--- config.mk ---
export PLATFORM = sky130hd
export DESIGN_NAME = pwm_seq_ctrl
export DESIGN_NICKNAME = d
export VERILOG_FILES = /design/src/rtl/pwm_seq_ctrl.sv
export SDC_FILE = /design/constraint.sdc
export NUM_CORES = 1
export LEC_CHECK = 0
export ABC_AREA = 1
export CAP_MARGIN = 10
export CORE_MARGIN = 2
export CORE_UTILIZATION = 60
export DETAILED_ROUTE_END_ITERATION = 7
export DONT_BUFFER_PORTS = 1
export GPL_ROUTABILITY_DRIVEN = 0
export PLACE_DENSITY = 0.76
export RECOVER_POWER = 50
export SYNTH_ARGS = -nofsm -noshare
export SYNTH_HDL_FRONTEND = slang
export SYNTH_SLANG_ARGS = --single-unit
export TNS_END_PERCENT = 50
--- constraint.sdc ---
create_clock -name clk_i -period 3.29 [get_ports clk_i]
set_clock_uncertainty 0.2 [all_clocks]
set_input_delay 0.329 -clock clk_i [delete_from_list [all_inputs] [get_ports clk_i]]
set_output_delay 0.329 -clock clk_i [all_outputs]
set_load 0.05 [all_outputs]
--- src/rtl/pwm_seq_ctrl.sv ---
// pwm_seq_ctrl
//   Steps the PWM timer through a programmable table of duty values. Each
//   step writes a duty value to the timer, holds it for a programmed number
//   of clocks, then moves to the next step. A sequence can run once or loop.
//
//   Optional build macro:
//     PWM_SEQ_TRIG_EN - after every duty write, issue a software-trigger
//                       command write (addr 3, wdata 2) before the hold.
//
//   Ports:
//     clk_i, rst_i        clock, synchronous active-high reset
//     prog_we_i/idx/duty/hold  table programming (accepted in any state)
//     last_idx_i          last step of the sequence
//     freq_sel_i          frequency selection, latched at start
//     loop_i              wrap to step 0 after the last step
//     start_i, stop_i     start pulse, abort request
//     acc_en_o, wr_en_o, addr_o, wdata_o  registered timer bus write port
//     busy_o              sequence active
//     step_o              current step index
//     done_o              one-cycle pulse on the final write

module pwm_seq_ctrl #(
    parameter int STEPS  = 8,
    parameter int IDX_W  = 3,
    parameter int HOLD_W = 16
) (
    input  logic              clk_i,
    input  logic              rst_i,
    input  logic              prog_we_i,
    input  logic [IDX_W-1:0]  prog_idx_i,
    input  logic [9:0]        prog_duty_i,
    input  logic [HOLD_W-1:0] prog_hold_i,
    input  logic [IDX_W-1:0]  last_idx_i,
    input  logic [1:0]        freq_sel_i,
    input  logic              loop_i,
    input  logic              start_i,
    input  logic              stop_i,
    output logic              acc_en_o,
    output logic              wr_en_o,
    output logic [2:0]        addr_o,
    output logic [15:0]       wdata_o,
    output logic              busy_o,
    output logic [IDX_W-1:0]  step_o,
    output logic              done_o
);

`ifdef PWM_SEQ_TRIG_EN
    typedef enum logic [2:0] {IDLE, CFG, CLR, DUTY, HOLD, FINAL, TRIG} state_t;
`else
    typedef enum logic [2:0] {IDLE, CFG, CLR, DUTY, HOLD, FINAL} state_t;
`endif

    localparam logic [2:0] ADDR_CTRL = 3'd0;
    localparam logic [2:0] ADDR_DUTY = 3'd1;
    localparam logic [2:0] ADDR_CMD  = 3'd3;

    logic [9:0]        tbl_duty [STEPS];
    logic [HOLD_W-1:0] tbl_hold [STEPS];

    state_t            state, state_nxt;
    logic [IDX_W-1:0]  idx, idx_nxt;
    logic [HOLD_W-1:0] hold_cnt, hold_nxt;

    logic              bus_q;
    logic [2:0]        addr_q;
    logic [15:0]       wdata_q;
    logic              done_q;

    logic              bus_nxt;
    logic [2:0]        addr_nxt;
    logic [15:0]       wdata_nxt;
    logic              done_nxt;
    logic              enter_duty;

    // Bus outputs are registered from the next-state decode, so the write
    // belonging to a state is on the bus during the cycle that state is held.
    always_comb begin
        state_nxt  = state;
        idx_nxt    = idx;
        hold_nxt   = hold_cnt;
        bus_nxt    = 1'b0;
        addr_nxt   = '0;
        wdata_nxt  = '0;
        done_nxt   = 1'b0;
        enter_duty = 1'b0;

        case (state)
            IDLE: begin
                if (start_i && !stop_i) begin
                    state_nxt = CFG;
                    bus_nxt   = 1'b1;
                    addr_nxt  = ADDR_CTRL;
                    wdata_nxt = {14'b0, freq_sel_i};
                end
            end
            CFG: begin
                if (stop_i) begin
                    state_nxt = FINAL;
                end else begin
                    state_nxt = CLR;
                    bus_nxt   = 1'b1;
                    addr_nxt  = ADDR_CMD;
                    wdata_nxt = 16'd1;
                end
            end
            CLR: begin
                if (stop_i) begin
                    state_nxt = FINAL;
                end else begin
                    idx_nxt    = '0;
                    enter_duty = 1'b1;
                end
            end
            DUTY: begin
                if (stop_i) begin
                    state_nxt = FINAL;
                end else begin
`ifdef PWM_SEQ_TRIG_EN
                    state_nxt = TRIG;
                    bus_nxt   = 1'b1;
                    addr_nxt  = ADDR_CMD;
                    wdata_nxt = 16'd2;
`else
                    state_nxt = HOLD;
`endif
                end
            end
`ifdef PWM_SEQ_TRIG_EN
            TRIG: begin
                state_nxt = stop_i ? FINAL : HOLD;
            end
`endif
            HOLD: begin
                if (stop_i) begin
                    state_nxt = FINAL;
                end else if (hold_cnt <= HOLD_W'(1)) begin
                    if (idx < last_idx_i) begin
                        idx_nxt    = idx + IDX_W'(1);
                        enter_duty = 1'b1;
                    end else if (loop_i) begin
                        idx_nxt    = '0;
                        enter_duty = 1'b1;
                    end else begin
                        state_nxt = FINAL;
                    end
                end else begin
                    hold_nxt = hold_cnt - HOLD_W'(1);
                end
            end
            FINAL: begin
                state_nxt = IDLE;
            end
            default: begin
                state_nxt = IDLE;
            end
        endcase

        // Table entry is read on entry to DUTY; a zero hold counts as one.
        if (enter_duty) begin
            state_nxt = DUTY;
            bus_nxt   = 1'b1;
            addr_nxt  = ADDR_DUTY;
            wdata_nxt = {6'b0, tbl_duty[idx_nxt]};
            hold_nxt  = (tbl_hold[idx_nxt] == '0) ? HOLD_W'(1) : tbl_hold[idx_nxt];
        end

        // FINAL is only ever entered from another state, so this fires once.
        if (state_nxt == FINAL) begin
            bus_nxt   = 1'b1;
            addr_nxt  = ADDR_DUTY;
            wdata_nxt = '0;
            done_nxt  = 1'b1;
        end
    end

    always_ff @(posedge clk_i) begin
        if (rst_i) begin
            state    <= IDLE;
            idx      <= '0;
            hold_cnt <= '0;
            bus_q    <= 1'b0;
            addr_q   <= '0;
            wdata_q  <= '0;
            done_q   <= 1'b0;
            for (int unsigned i = 0; i < STEPS; i++) begin
                tbl_duty[i] <= '0;
                tbl_hold[i] <= '0;
            end
        end else begin
            state    <= state_nxt;
            idx      <= idx_nxt;
            hold_cnt <= hold_nxt;
            bus_q    <= bus_nxt;
            addr_q   <= addr_nxt;
            wdata_q  <= wdata_nxt;
            done_q   <= done_nxt;
            if (prog_we_i) begin
                tbl_duty[prog_idx_i] <= prog_duty_i;
                tbl_hold[prog_idx_i] <= prog_hold_i;
            end
        end
    end

    assign acc_en_o = bus_q;
    assign wr_en_o  = bus_q;
    assign addr_o   = addr_q;
    assign wdata_o  = wdata_q;
    assign done_o   = done_q;
    assign busy_o   = (state != IDLE);
    assign step_o   = idx;

endmodule

==> results of run 1 <==
[stage by stage]
stage / area, sq um / std cells / hold WS (ns) / total power [mW]
after floorplan: 11800 / 1317 / 0.206 / 4.90
after global placement: 12100 / 1542 / 0.195 / 5.19
after detailed placement: 12100 / 1542 / 0.198 / 5.22
after CTS: 13300 / 1622 / 0.00990 / 8.25
after global routing: 13400 / 1626 / 0.0466 / 8.63
final: 13400 / 1626 / 0.0304 / 8.29
[sequential cells by signal, indices dropped and copies added (netlist names)]
| name | count |
|---|---|
| state | 3 |
| hold_cnt | 16 |
| done_o | 1 |
| wdata_o | 10 |
| acc_en_o | 1 |
| addr_o | 2 |
| step_o | 3 |
| tbl_hold | 128 |
| tbl_duty | 80 |
[Yosys cell counts]
master,count
nor2_1,323
nand2_1,228
edfxtp_1,208
inv_1,139
nand3_1,100
o21ai_0,71
nand3b_1,41
dfxtp_1,36
clkbuf_1,31
buf_2,26
a21oi_1,15
buf_4,11
o22ai_1,11
a311oi_1,8
buf_6,8
a31oi_1,6
ha_1,5
inv_2,5
nand2_2,5
xor2_1,5
nor2_4,4
nor3_1,3
a21oi_2,2
nand4_1,2
nor2_2,2
nor4_1,2
o21ai_1,2
a2111oi_0,1
a31o_2,1
and2_1,1
conb_1,1
nand2_4,1
nand3_2,1
nor3b_1,1
o2111ai_1,1
o211ai_1,1
o221ai_1,1
or2_1,1
or2_2,1
[power breakdown]
group	switching, mW	total (mW)	internal (mW)
combinational	1.00	1.52	0.517
clock	1.23	3.02	1.79
sequential	0.167	3.74	3.57
total	2.40	8.29	5.88
[worst paths after layout]
path              cells after the start          end        start  slack, ns
setup reg to reg                     16   wdata_o[4]  hold_cnt[0]       0.24
hold / removal                        4  hold_cnt[8]        rst_i       0.03
hold reg to reg                       2  hold_cnt[1]  hold_cnt[1]       0.33
setup / recovery                     16   wdata_o[4]  hold_cnt[0]       0.24
[layout make-up]
class / instances / area, sq um
Multi-Input combinational cell: 853 / 3890
Clock inverter: 14 / 175
Clock buffer: 34 / 721
Timing Repair Buffer: 72 / 759
Sequential cell: 244 / 6970
Tap cell: 265 / 332
Fill cell: 1496 / 5950
Inverter: 144 / 541
[worst register-to-register path, cell delays in order (launching register included)]
cell       delay (ns)
dfxtp_1          0.35
inv_1            0.09
ha_1             0.25
o21ai_1          0.11
nor2_2           0.12
nand2_2          0.08
nor2_2           0.10
nand2_1          0.08
nand2_2          0.22
nand2_8          0.14
clkbuf_16        0.22
inv_1            0.10
buf_12           0.21
nor2_1           0.09
nor2_1           0.11
o21ai_0          0.13
a311oi_1         0.35
[kinds of logic (layout without fill, tap and decap cells)]
family | count (synthesis) | count (layout) | share of synthesized area
xor+xnor | 5 | 5 | 0.00372
simple gates | 716 | 716 | 0.259
fa+ha+maj | 5 | 5 | 0.00532
compound gates | 120 | 120 | 0.0575
flops | 244 | 244 | 0.592
other cells | 1 | 7 | 0.000319
buf+inv | 220 | 264 | 0.0816
[repair_timing]
item,CTS,global route
hold endpoints to repair,224,0
gates resized for setup,0,6
endpoints found under the setup margin,0,1
hold buffers,32,0
buffers inserted,0,1
[metal layers]
metal	wire (microns)	share of wire	GRT usage	vias to the layer above
met1	11800	0.39	0.393	4368
li1	-	-	-	4335
met2	14800	0.48	0.486	485
met5	0	0	0	-
met3	2950	0.096	0.0510	89
met4	1050	0.034	0.124	0
==> results.json, run 1 <==
{
  "setup_viol": 0,
  "grt_pass1_wl_microns": 47100,
  "cts_buffers": 26,
  "worst_slack_ns": 0.245,
  "detailed_place_hpwl_microns": 16900,
  "finalHoldViolCount": 0,
  "violations": "capacitance limit, slew limit",
  "layout_commonest_cell": "nor2_1",
  "syn-mean-instance-area_sq_um": 8.98,
  "yosysSeqAreaShare": 0.592,
  "cp.required_ns": 3.52,
  "grt_pass1_vias": 8906,
  "worstPathCellList": "inv_1, ha_1, o21ai_1, nor2_2, nand2_2, nor2_2, nand2_1, nand2_2, nand2_8, clkbuf_16, inv_1, buf_12, nor2_1, nor2_1, o21ai_0, a311oi_1",
  "worstPathBufferInverterCount": 4,
  "dp_slack_ns": 0.206,
  "die_area_sq_mm": 0.0207,
  "ant_nets": 0,
  "fp-row-count": 51,
  "timing.fmax_mhz": 328,
  "layout-drive-gt1-share": 0.0713,
  "drt_iter0_drc": 930,
  "final_nets": 1386,
  "start_kind": "flop",
  "drv_cap": 7,
  "crit_path_end_kind": "flop",
  "grt_overflow": 0,
  "drt_pre_antenna_iters": 6,
  "die_w_microns": 144,
  "synth_area_sq_mm": 0.0118,
  "tns_ns": 0,
  "drt-total-wl_microns": 30600,
  "cts_buffer_depth": 3,
  "period_minus_slack_ns": 3.05,
  "drc": 0,
  "routedWlPerCell_microns": 18.8,
  "finalMaxSlewViolations": 189,
  "grt_max_degree": 65,
  "syn_inst": 1311,
  "slowest_stage": "dfxtp_1",
  "antennaDiodeCount": 0,
  "synth_top_area_share": 0.531,
  "core_sq_mm": 0.0193,
  "insertion_delay_ns": 0.55,
  "antenna_found_initial": 0,
  "area_growth_pct": 13.7,
  "p_per_area_mw_per_mm2": 619,
  "ys_seq_elements": 244,
  "worst_pin_slew_ns": 1.89,
  "cts_tree": "yes",
  "post-route-period-util": 0.926,
  "arrival_ns": 3.28,
  "yosysWarnings": 0,
  "rsz0062_at_grt": "no",
  "cts_sinks": 244,
  "irDropWorstVdd_v": 0.000468,
  "path_clk_slew_ns": 0.07,
  "slew_headroom": -0.258,
  "yosys.cell_types.count": 39,
  "worstPathMaxFanout": 40,
  "ctsHtreeMaxLevel": 1,
  "holdCritPathClass": "primary input to flop",
  "p_leak_nw": 5.71,
  "route.vias.total": 9277,
  "synth_largest_area_cell": "edfxtp_1",
  "vias_per_cell": 5.71,
  "setup.worst_path.class": "flop to flop",
  "fin_util": 0.692,
  "grt_use_total": 0.296,
  "initial_utilization": 0.609,
  "synth_area_leaders": "edfxtp_1 53%, nor2_1 10%, nand2_1 7.3%",
  "die_h_microns": 144,
  "cts_root_buf": "clkbuf_16",
  "num_io_pins": 66,
  "critical_path.top_delay_family": "simple AND/OR/NAND/NOR gates",
  "outcome": "finished with violations",
  "crit_path_max_incr_delay_ns": 0.35,
  "portBuffers": 0,
  "final_cell_mix": "323 x nor2_1, 228 x nand2_1, 208 x edfxtp_1, 139 x inv_1, 99 x nand3_1"
}
Note: power is estimated with default switching activity, not from simulation.
==> run 2: changes to the inputs <==
--- a/config.mk
+++ b/config.mk
@@ -12,6 +12,7 @@
 export DETAILED_ROUTE_END_ITERATION = 7
 export DONT_BUFFER_PORTS = 1
 export GPL_ROUTABILITY_DRIVEN = 0
+export MAX_ROUTING_LAYER = met4
 export PLACE_DENSITY = 0.76
 export RECOVER_POWER = 50
 export SYNTH_ARGS = -nofsm -noshare
==> run 2 against run 1 <==
The flow still finishes with violations (capacitance limit, slew limit); utilization did not move; first-iteration DRC count rose by 3.5%; flip-flop and latch count did not move; routed wire length rose by 0.16%; critical path type unchanged.
==> results.json, run 2 (synthesis gave the netlist of run 1 again) <==
{
  "outcome": "finished with violations",
  "violations": "capacitance limit, slew limit",
  "nFillCells": 1496,
  "start_kind": "flop",
  "p_leak_nw": 5.71,
  "vias_per_cell": 5.72,
  "insertion_delay_ns": 0.55,
  "antennaDiodeCount": 0,
  "area_growth_pct": 13.7,
  "setup_viol": 0,
  "die_area_sq_mm": 0.0207,
  "cts_root_buf": "clkbuf_16",
  "drc": 0,
  "ant_nets": 0,
  "crit_path_end_kind": "flop",
  "period_minus_slack_ns": 3.03,
  "regMostFlops": "tbl_hold",
  "fp-row-count": 51,
  "core_sq_mm": 0.0193,
  "grt_use_total": 0.305,
  "layout_commonest_cell": "nor2_1",
  "largest_reg_flops": 128,
  "path_clk_slew_ns": 0.07,
  "cp.required_ns": 3.52,
  "final_nets": 1386,
  "initial_utilization": 0.609,
  "final_cell_mix": "323 x nor2_1, 228 x nand2_1, 208 x edfxtp_1, 139 x inv_1, 99 x nand3_1",
  "timing.fmax_mhz": 330,
  "finalHoldViolCount": 0,
  "drt_iter0_drc": 963,
  "slowest_stage": "dfxtp_1",
  "cts_buffers": 26,
  "route.vias.total": 9296,
  "worst_slack_ns": 0.255,
  "drv_cap": 7,
  "cts_tree": "yes",
  "portBuffers": 0,
  "routedWlPerCell_microns": 18.9,
  "detailed_place_hpwl_microns": 16900,
  "drt_pre_antenna_iters": 6,
  "final-instance-count-excl-fill": 1626,
  "dp_slack_ns": 0.206,
  "num_io_pins": 66,
  "p_per_area_mw_per_mm2": 619,
  "tns_ns": 0,
  "rsz0062_at_grt": "no",
  "grt_overflow": 0,
  "top_regs": "tbl_hold x128, tbl_duty x80, hold_cnt x16",
  "grt_pass1_vias": 8847,
  "layout-drive-gt1-share": 0.0713,
  "cts_buffer_depth": 3,
  "crit_path_max_incr_delay_ns": 0.35,
  "holdCritPathClass": "primary input to flop",
  "critical_path.top_delay_family": "simple AND/OR/NAND/NOR gates",
  "worstPathCellList": "inv_1, ha_1, o21ai_1, nor2_2, nand2_2, nor2_2, nand2_1, nand2_2, nand2_8, clkbuf_16, inv_1, buf_12, o21ai_0, o22ai_1, nor2_1, a311oi_1",
  "irDropWorstVdd_v": 0.000466,
  "grt_pass1_wl_microns": 47100,
  "ctsHtreeMaxLevel": 1,
  "dp_cells": 1542,
  "antenna_found_initial": 0,
  "slew_headroom": -0.276,
  "worst_pin_slew_ns": 1.91,
  "worstPathMaxFanout": 40,
  "die_w_microns": 144,
  "cts_sinks": 244,
  "post-route-period-util": 0.922,
  "worstPathBufferInverterCount": 4,
  "die_h_microns": 144,
  "finalMaxSlewViolations": 189,
  "arrival_ns": 3.26,
  "grt_max_degree": 65,
  "setup.worst_path.class": "flop to flop",
  "drt-total-wl_microns": 30700
}
==> run 2: cell counts in the layout (fill, tap and decap cells not counted) <==
Identical to the previous run, type by type.
==> run 2: metal layers <==
metal,GRT usage,part of all wire,up-vias
met4,0.123,0.032,0
met5,-,0,-
met2,0.485,0.49,482
met3,0.0487,0.095,81
li1,-,-,4335
met1,0.397,0.39,4398
==> run 2: report_power, final <==
group          switching [mW]  internal, mW  total, mW
sequential              0.167          3.57       3.74
clock                    1.23          1.79       3.02
combinational            1.00         0.517       1.52
==> run 2: area by class of cell <==
cell class                 instances  area [sq um]  area share
sequential                       244          6970       0.521
multi-input combinational        853          3890       0.291
timing repair buffer              72           759      0.0568
clock buffer                      34           721      0.0539
inverter                         144           541      0.0404
tap                              265           332      0.0248
clock inverter                    14           175      0.0131
==> run 2: repair_timing <==
item	4_1_cts	5_1_grt
resized for setup	0	6
buffers inserted	0	1
endpoints found under the hold margin	224	0
hold buffers	32	0
endpoints found under the setup margin	0	1
==> run 2: tightest hold or removal path, cell delays in order <==
cell and delay [ns]:
inv_1 0.03, buf_4 0.21, o21ai_0 0.10, a31oi_1 0.04
==> run 2: worst paths after layout <==
| path | start | endpoint | slack, ns | cells past startpoint |
|---|---|---|---|---|
| setup / recovery | hold_cnt[0] | wdata_o[4] | 0.26 | 16 |
| hold / removal | rst_i | hold_cnt[8] | 0.03 | 4 |
| setup reg to reg | hold_cnt[0] | wdata_o[4] | 0.26 | 16 |
| hold reg to reg | hold_cnt[1] | hold_cnt[1] | 0.32 | 2 |
==> run 2: metrics by stage <==
step	hold WS, ns	total power, mW	util	area (sq um)
after floorplan	0.206	4.90	-	11800
after global placement	0.195	5.19	0.625	12100
after detailed placement	0.198	5.22	0.625	12100
after CTS	0.00990	8.25	0.688	13300
after global routing	0.0466	8.63	0.692	13400
final	0.0288	8.28	0.692	13400
